$ cat src/rtl/vec_packer_pkg.sv
// Shared definitions for the packer and the F-path blocks: collector state
// encoding and the lane slice helper.
package vec_packer_pkg;

  typedef enum logic {
    COLLECT = 1'b0,
    DISCARD = 1'b1
  } pack_state_e;

  // Low bit of element lane k in a vector of dw-bit elements.
  function automatic int unsigned lane_lo(input int unsigned k, input int unsigned dw);
    return k * dw;
  endfunction

endpackage

$ cat src/rtl/vec_frame_buf.sv
// One J-lane frame register with a full flag. A lane write can clear every
// lane above it so a short frame lands zero-padded.
module vec_frame_buf
  import vec_packer_pkg::*;
#(
  parameter int unsigned J         = 14,
  parameter int unsigned DATAWIDTH = 64,
  localparam int unsigned J_WIDTH  = $clog2(J)
) (
  input  logic                   clk,
  input  logic                   rst,
  input  logic                   wr_en,
  input  logic [J_WIDTH-1:0]     wr_idx,
  input  logic [DATAWIDTH-1:0]   wr_data,
  input  logic                   zero_fill,
  input  logic                   set_full,
  input  logic                   clr_full,
  output logic [J*DATAWIDTH-1:0] data,
  output logic                   full
);

  always_ff @(posedge clk) begin
    if (rst) begin
      data <= '0;
      full <= 1'b0;
    end else begin
      if (wr_en) begin
        for (int unsigned k = 0; k < J; k++) begin
          if (J_WIDTH'(k) == wr_idx)
            data[lane_lo(k, DATAWIDTH) +: DATAWIDTH] <= wr_data;
          else if (zero_fill && (J_WIDTH'(k) > wr_idx))
            data[lane_lo(k, DATAWIDTH) +: DATAWIDTH] <= '0;
        end
      end
      if (set_full)
        full <= 1'b1;
      else if (clr_full)
        full <= 1'b0;
    end
  end

endmodule

$ cat src/rtl/vec_packer.sv
// Serial-to-wide packer: J stream elements per s_tlast-framed frame into one
// J*DATAWIDTH vector, through two ping-pong frame buffers.
module vec_packer
  import vec_packer_pkg::*;
#(
  parameter int unsigned J         = 14,
  parameter int unsigned DATAWIDTH = 64,
  localparam int unsigned J_WIDTH  = $clog2(J)
) (
  input  logic                   clk,
  input  logic                   rst,
  input  logic [DATAWIDTH-1:0]   s_tdata,
  input  logic                   s_tvalid,
  input  logic                   s_tlast,
  output logic                   s_tready,
  output logic [J*DATAWIDTH-1:0] m_tdata,
  output logic                   m_tvalid,
  input  logic                   m_tready,
  output logic                   err_short,
  output logic                   err_long
);

  pack_state_e            state;
  logic [J_WIDTH-1:0]     idx;
  logic                   wr_sel;
  logic                   rd_sel;
  logic [J*DATAWIDTH-1:0] buf_data [2];
  logic [1:0]             buf_full;

  logic in_beat;
  logic collect_beat;
  logic last_lane;
  logic frame_done;
  logic out_fire;

  assign s_tready     = ~rst & ((state == DISCARD) | ~buf_full[wr_sel]);
  assign in_beat      = s_tvalid & s_tready;
  assign collect_beat = in_beat & (state == COLLECT);
  assign last_lane    = (idx == J_WIDTH'(J - 1));
  assign frame_done   = collect_beat & (s_tlast | last_lane);

  assign m_tvalid = buf_full[rd_sel];
  assign m_tdata  = buf_data[rd_sel];
  assign out_fire = m_tvalid & m_tready;

  for (genvar b = 0; b < 2; b++) begin : g_buf
    vec_frame_buf #(
      .J         (J),
      .DATAWIDTH (DATAWIDTH)
    ) u_buf (
      .clk       (clk),
      .rst       (rst),
      .wr_en     (collect_beat & (wr_sel == 1'(b))),
      .wr_idx    (idx),
      .wr_data   (s_tdata),
      .zero_fill (s_tlast),
      .set_full  (frame_done & (wr_sel == 1'(b))),
      .clr_full  (out_fire & (rd_sel == 1'(b))),
      .data      (buf_data[b]),
      .full      (buf_full[b])
    );
  end

  // Frame collector: lane index, buffer selects, DISCARD after a long frame.
  always_ff @(posedge clk) begin
    if (rst) begin
      state     <= COLLECT;
      idx       <= '0;
      wr_sel    <= 1'b0;
      rd_sel    <= 1'b0;
      err_short <= 1'b0;
      err_long  <= 1'b0;
    end else begin
      err_short <= 1'b0;
      err_long  <= 1'b0;
      if (in_beat) begin
        unique case (state)
          COLLECT: begin
            if (s_tlast || last_lane) begin
              idx    <= '0;
              wr_sel <= ~wr_sel;
              if (s_tlast && !last_lane)
                err_short <= 1'b1;
              if (!s_tlast && last_lane) begin
                err_long <= 1'b1;
                state    <= DISCARD;
              end
            end else begin
              idx <= idx + J_WIDTH'(1);
            end
          end
          DISCARD: begin
            if (s_tlast)
              state <= COLLECT;
          end
          default: state <= COLLECT;
        endcase
      end
      if (out_fire)
        rd_sel <= ~rd_sel;
    end
  end

endmodule
$ cat config.mk
export PLATFORM = sky130hd
export DESIGN_NAME = vec_packer
export DESIGN_NICKNAME = d
export VERILOG_FILES = /design/src/rtl/vec_packer_pkg.sv /design/src/rtl/vec_frame_buf.sv /design/src/rtl/vec_packer.sv
export SDC_FILE = /design/constraint.sdc
export NUM_CORES = 2
export LEC_CHECK = 0
export ABC_AREA = 1
export CAP_MARGIN = 20
export CORE_MARGIN = 10
export CORE_UTILIZATION = 50
export CTS_BUF_LIST = sky130_fd_sc_hd__clkbuf_2
export CTS_CLUSTER_SIZE = 24
export DETAILED_ROUTE_END_ITERATION = 8
export PLACE_DENSITY_LB_ADDON = 0.12
export SKIP_LAST_GASP = 1
export SLEW_MARGIN = 0
export SYNTH_ARGS = -nofsm -noshare
export SYNTH_HDL_FRONTEND = slang
export SYNTH_SLANG_ARGS = --single-unit
$ cat constraint.sdc
create_clock -name clk -period 2.2 [get_ports clk]
set_clock_uncertainty 0.1 [all_clocks]
set_input_delay 0.22 -clock clk [delete_from_list [all_inputs] [get_ports clk]]
set_output_delay 0.22 -clock clk [all_outputs]
set_load 0.1 [all_outputs]
==> flow_summary.yaml <==
run_status:
  status: "finished, violations left"
  violations: "setup timing"
worst_setup_path:
  reg2reg_from: "wr_sel$_SDFFE_PP0N_"
  worstSetupEndpoint: "m_tdata[444]"
  reg2reg_depth: 10
  cp-end-kind: "primary output"
  reg2reg_slack_ns: -0.02
  required_ns: 1.88
  crit_path_start_kind: "flip-flop"
  crit_fanout: 18
  r2r_end: "g_buf[1].u_buf.data[511]$_SDFFE_PP0P_"
  crit_start: "rd_sel$_SDFFE_PP0N_"
  path_class: "flip-flop to primary output"
  cp.arrival_ns: 3.39
synth:
  syn-num-nets: 10267
  ys_warn_count: 0
  synth-async-reset-ratio_pct: 0
  synth_cells: 10195
  seq_area_frac_synth_pct: 46.7
  synthFlopType: "dfxtp_1"
  synth-edff-count: 0
  netlist_area_um2: 77300
  ys_seq_elements: 1803
  synth.distinct_cells: 25
  avgSynthCellArea_um2: 7.58
final_layout:
  areaGrowthSynthToFinish_pct: 41.9
  fin_area_um2: 110000
  drive_above_1_share_pct: 26.1
  layout.nets: 11513
  layout_common_cells: "3430 x nand2_1, 1802 x dfxtp_1, 1733 x a21oi_1"
  final_common_cell: "nand2_1"
global_route:
  grt_pass1_wl_um: 495000
  grt_remaining_overflow: 0
  grt_max_degree: 198
  track_usage_pct: 38.2
  first_global_vias: 76776
  antenna_found_initial: 16
pwr:
  clkPwrFrac_pct: 35.6
  p_leak_nw: 41.4
  ir_drop_uv: 355
  sequentialPowerShare_pct: 51.8
  power.density_nw_per_um2: 580
  switchingPower_mw: 19.6
  intPower_mw: 44.0
  combPwrFrac_pct: 12.6
  p_sw_share_pct: 30.8
placed_design:
  numPortBuffers: 968
  place_congestion: 0.886
  dpl_worst_slack_ns: -0.222
  hpwl_um: 222000
  placed_area_um2: 101000
sta:
  hold_ws_ns: 0.164
  relSlewSlack_pct: 18.4
  finalSetupViolCount: 901
  maxSlewViolCount: 0
  hold_viol: 0
  period_share_pct: 169
  fmax_mhz: 270
  period_needed_ns: 3.71
  worst_slack_ns: -1.51
  rsz0062_at_grt: "true"
  worst_pin_slew_ns: 1.22
floorplanning:
  die_y_um: 413
  fp.dieArea_um2: 171000
  row_count: 144
  core_um2: 154000
  die_w_um: 413
  top_level_ports: 969
  initial_core_util_pct: 50.3
min_path:
  hold_class: "primary input to flip-flop"
  min_from: "s_tdata[2]"
clock_tree:
  cts_tree: "built"
  cts_sinks: 1803
  cts.clk_slew.worst_paths_ns: 0.13
  insertion_delay_ns: 1.75
  clock_path_buffers: 4
  h-tree-depth: 5
  cts_root_buf: "clkbuf_2"
  cts_inserted_buffers: 466
drt:
  wl_um: 347000
  via_per_inst: 5.82
  post_drt_wl_per_cell_um: 25.2
  drt_first_iter_violations: 9536
  drc: 0
  drtAntennaViolNets: 0
  routed-via-count: 80391
  firstDrtPassIters: 6
run:
  cap_viol_max_count: 0
## synth_stat cells, types with 3 or more instances
cell	instances	area (um2)
a21oi_1	1733	8670
buf_1	44	165
buf_2	395	1980
clkbuf_1	430	1610
dfxtp_1	1803	36100
ha_1	3	37.5
inv_1	95	357
inv_2	4	15.0
mux2_2	881	9920
nand2_1	3459	13000
nand2_2	4	25.0
nand3_1	262	1310
nor2_1	1039	3900
nor3_1	4	20.0
o21ai_0	29	145
## stage by stage
step	cells	utilization (%)	power (mW)	setup TNS [ns]
after CTS	13769	70.6	63.2	-1454.03
after detailed placement	12746	65.4	40.8	-227.05
after global routing	13797	71.3	65.5	-1393.46
after floorplan	10195	-	37.5	-2.58
final	13808	71.3	63.6	-1280.27
after global placement	12746	65.4	40.8	-191.74
## critical path: stages, from the launching register on
cell and delay, ns:
dfxtp_4 0.40, buf_12 0.19, clkbuf_16 0.23, buf_16 0.18, mux2_2 0.41, buf_12 0.18
## routing by layer
layer	routed length, um	vias to the layer above	global-route usage (%)	part of all wire, %
li1	-	35767	-	-
met1	123000	38125	46.3	35
met2	148000	5229	56.2	43
met3	45400	1260	12.1	13
met4	30900	10	28.9	8.9
met5	71	-	0	0.020
## registers in the layout, indices dropped and copies added, names as in the netlist
signal,count
rd_sel,1
state,1
g_buf.u_buf.full,2
wr_sel,1
err_long,1
idx,4
err_short,1
g_buf.u_buf.data,1792
## power groups by stage
stage,Clock [mW],Combinational [mW],Sequential [mW]
after floorplan,0,3.80,33.7
after global placement,0,7.08,33.7
after detailed placement,0,7.12,33.7
after CTS,22.6,7.67,32.9
after global routing,24.4,8.12,33.0
final,22.6,7.99,32.9
## cell families (layout without fill, tap and decap cells)
| family | Yosys count | after routing | synth area share, % |
|---|---|---|---|
| simple gates | 4771 | 4771 | 23.6 |
| flops | 1803 | 1803 | 46.7 |
| compound gates | 1767 | 1767 | 11.4 |
| buf+inv | 970 | 2522 | 5.36 |
| mux | 881 | 881 | 12.8 |
| fa+ha+maj | 3 | 3 | 0.0486 |
| other cells | 0 | 17 | 0 |
## how the worst min path moves through the flow
stage                                                  to  cells after the start
detailed placement  g_buf[1].u_buf.data[673]$_SDFFE_PP0P_                      2
global route         g_buf[0].u_buf.data[17]$_SDFFE_PP0P_                      5
finish                g_buf[0].u_buf.data[2]$_SDFFE_PP0P_                      6
global placement     g_buf[1].u_buf.data[34]$_SDFFE_PP0P_                      2
floorplan                             rd_sel$_SDFFE_PP0N_                      2
CTS                  g_buf[0].u_buf.data[44]$_SDFFE_PP0P_                      6
## repair_timing
item | CTS | global route
gates cloned | 32 | 25
gates resized for setup | 225 | 182
pin swaps | 0 | 0
hold buffers | 181 | 0
hold endpoints to repair | 1803 | 0
setup endpoints to repair | 900 | 941
setup buffers | 37 | 5
## cell type report
type                    count  area [um2]
clock buffers             680        3400
fillers                 11397       44200
flip-flops and latches   1803       36100
diodes                     17        42.5
well taps                2044        2560
clock inverters            94         480
inverters                  99         380
multi-input cells        7422       38400
repair buffers           1649       28300
Power figures use the tool's default switching activity.
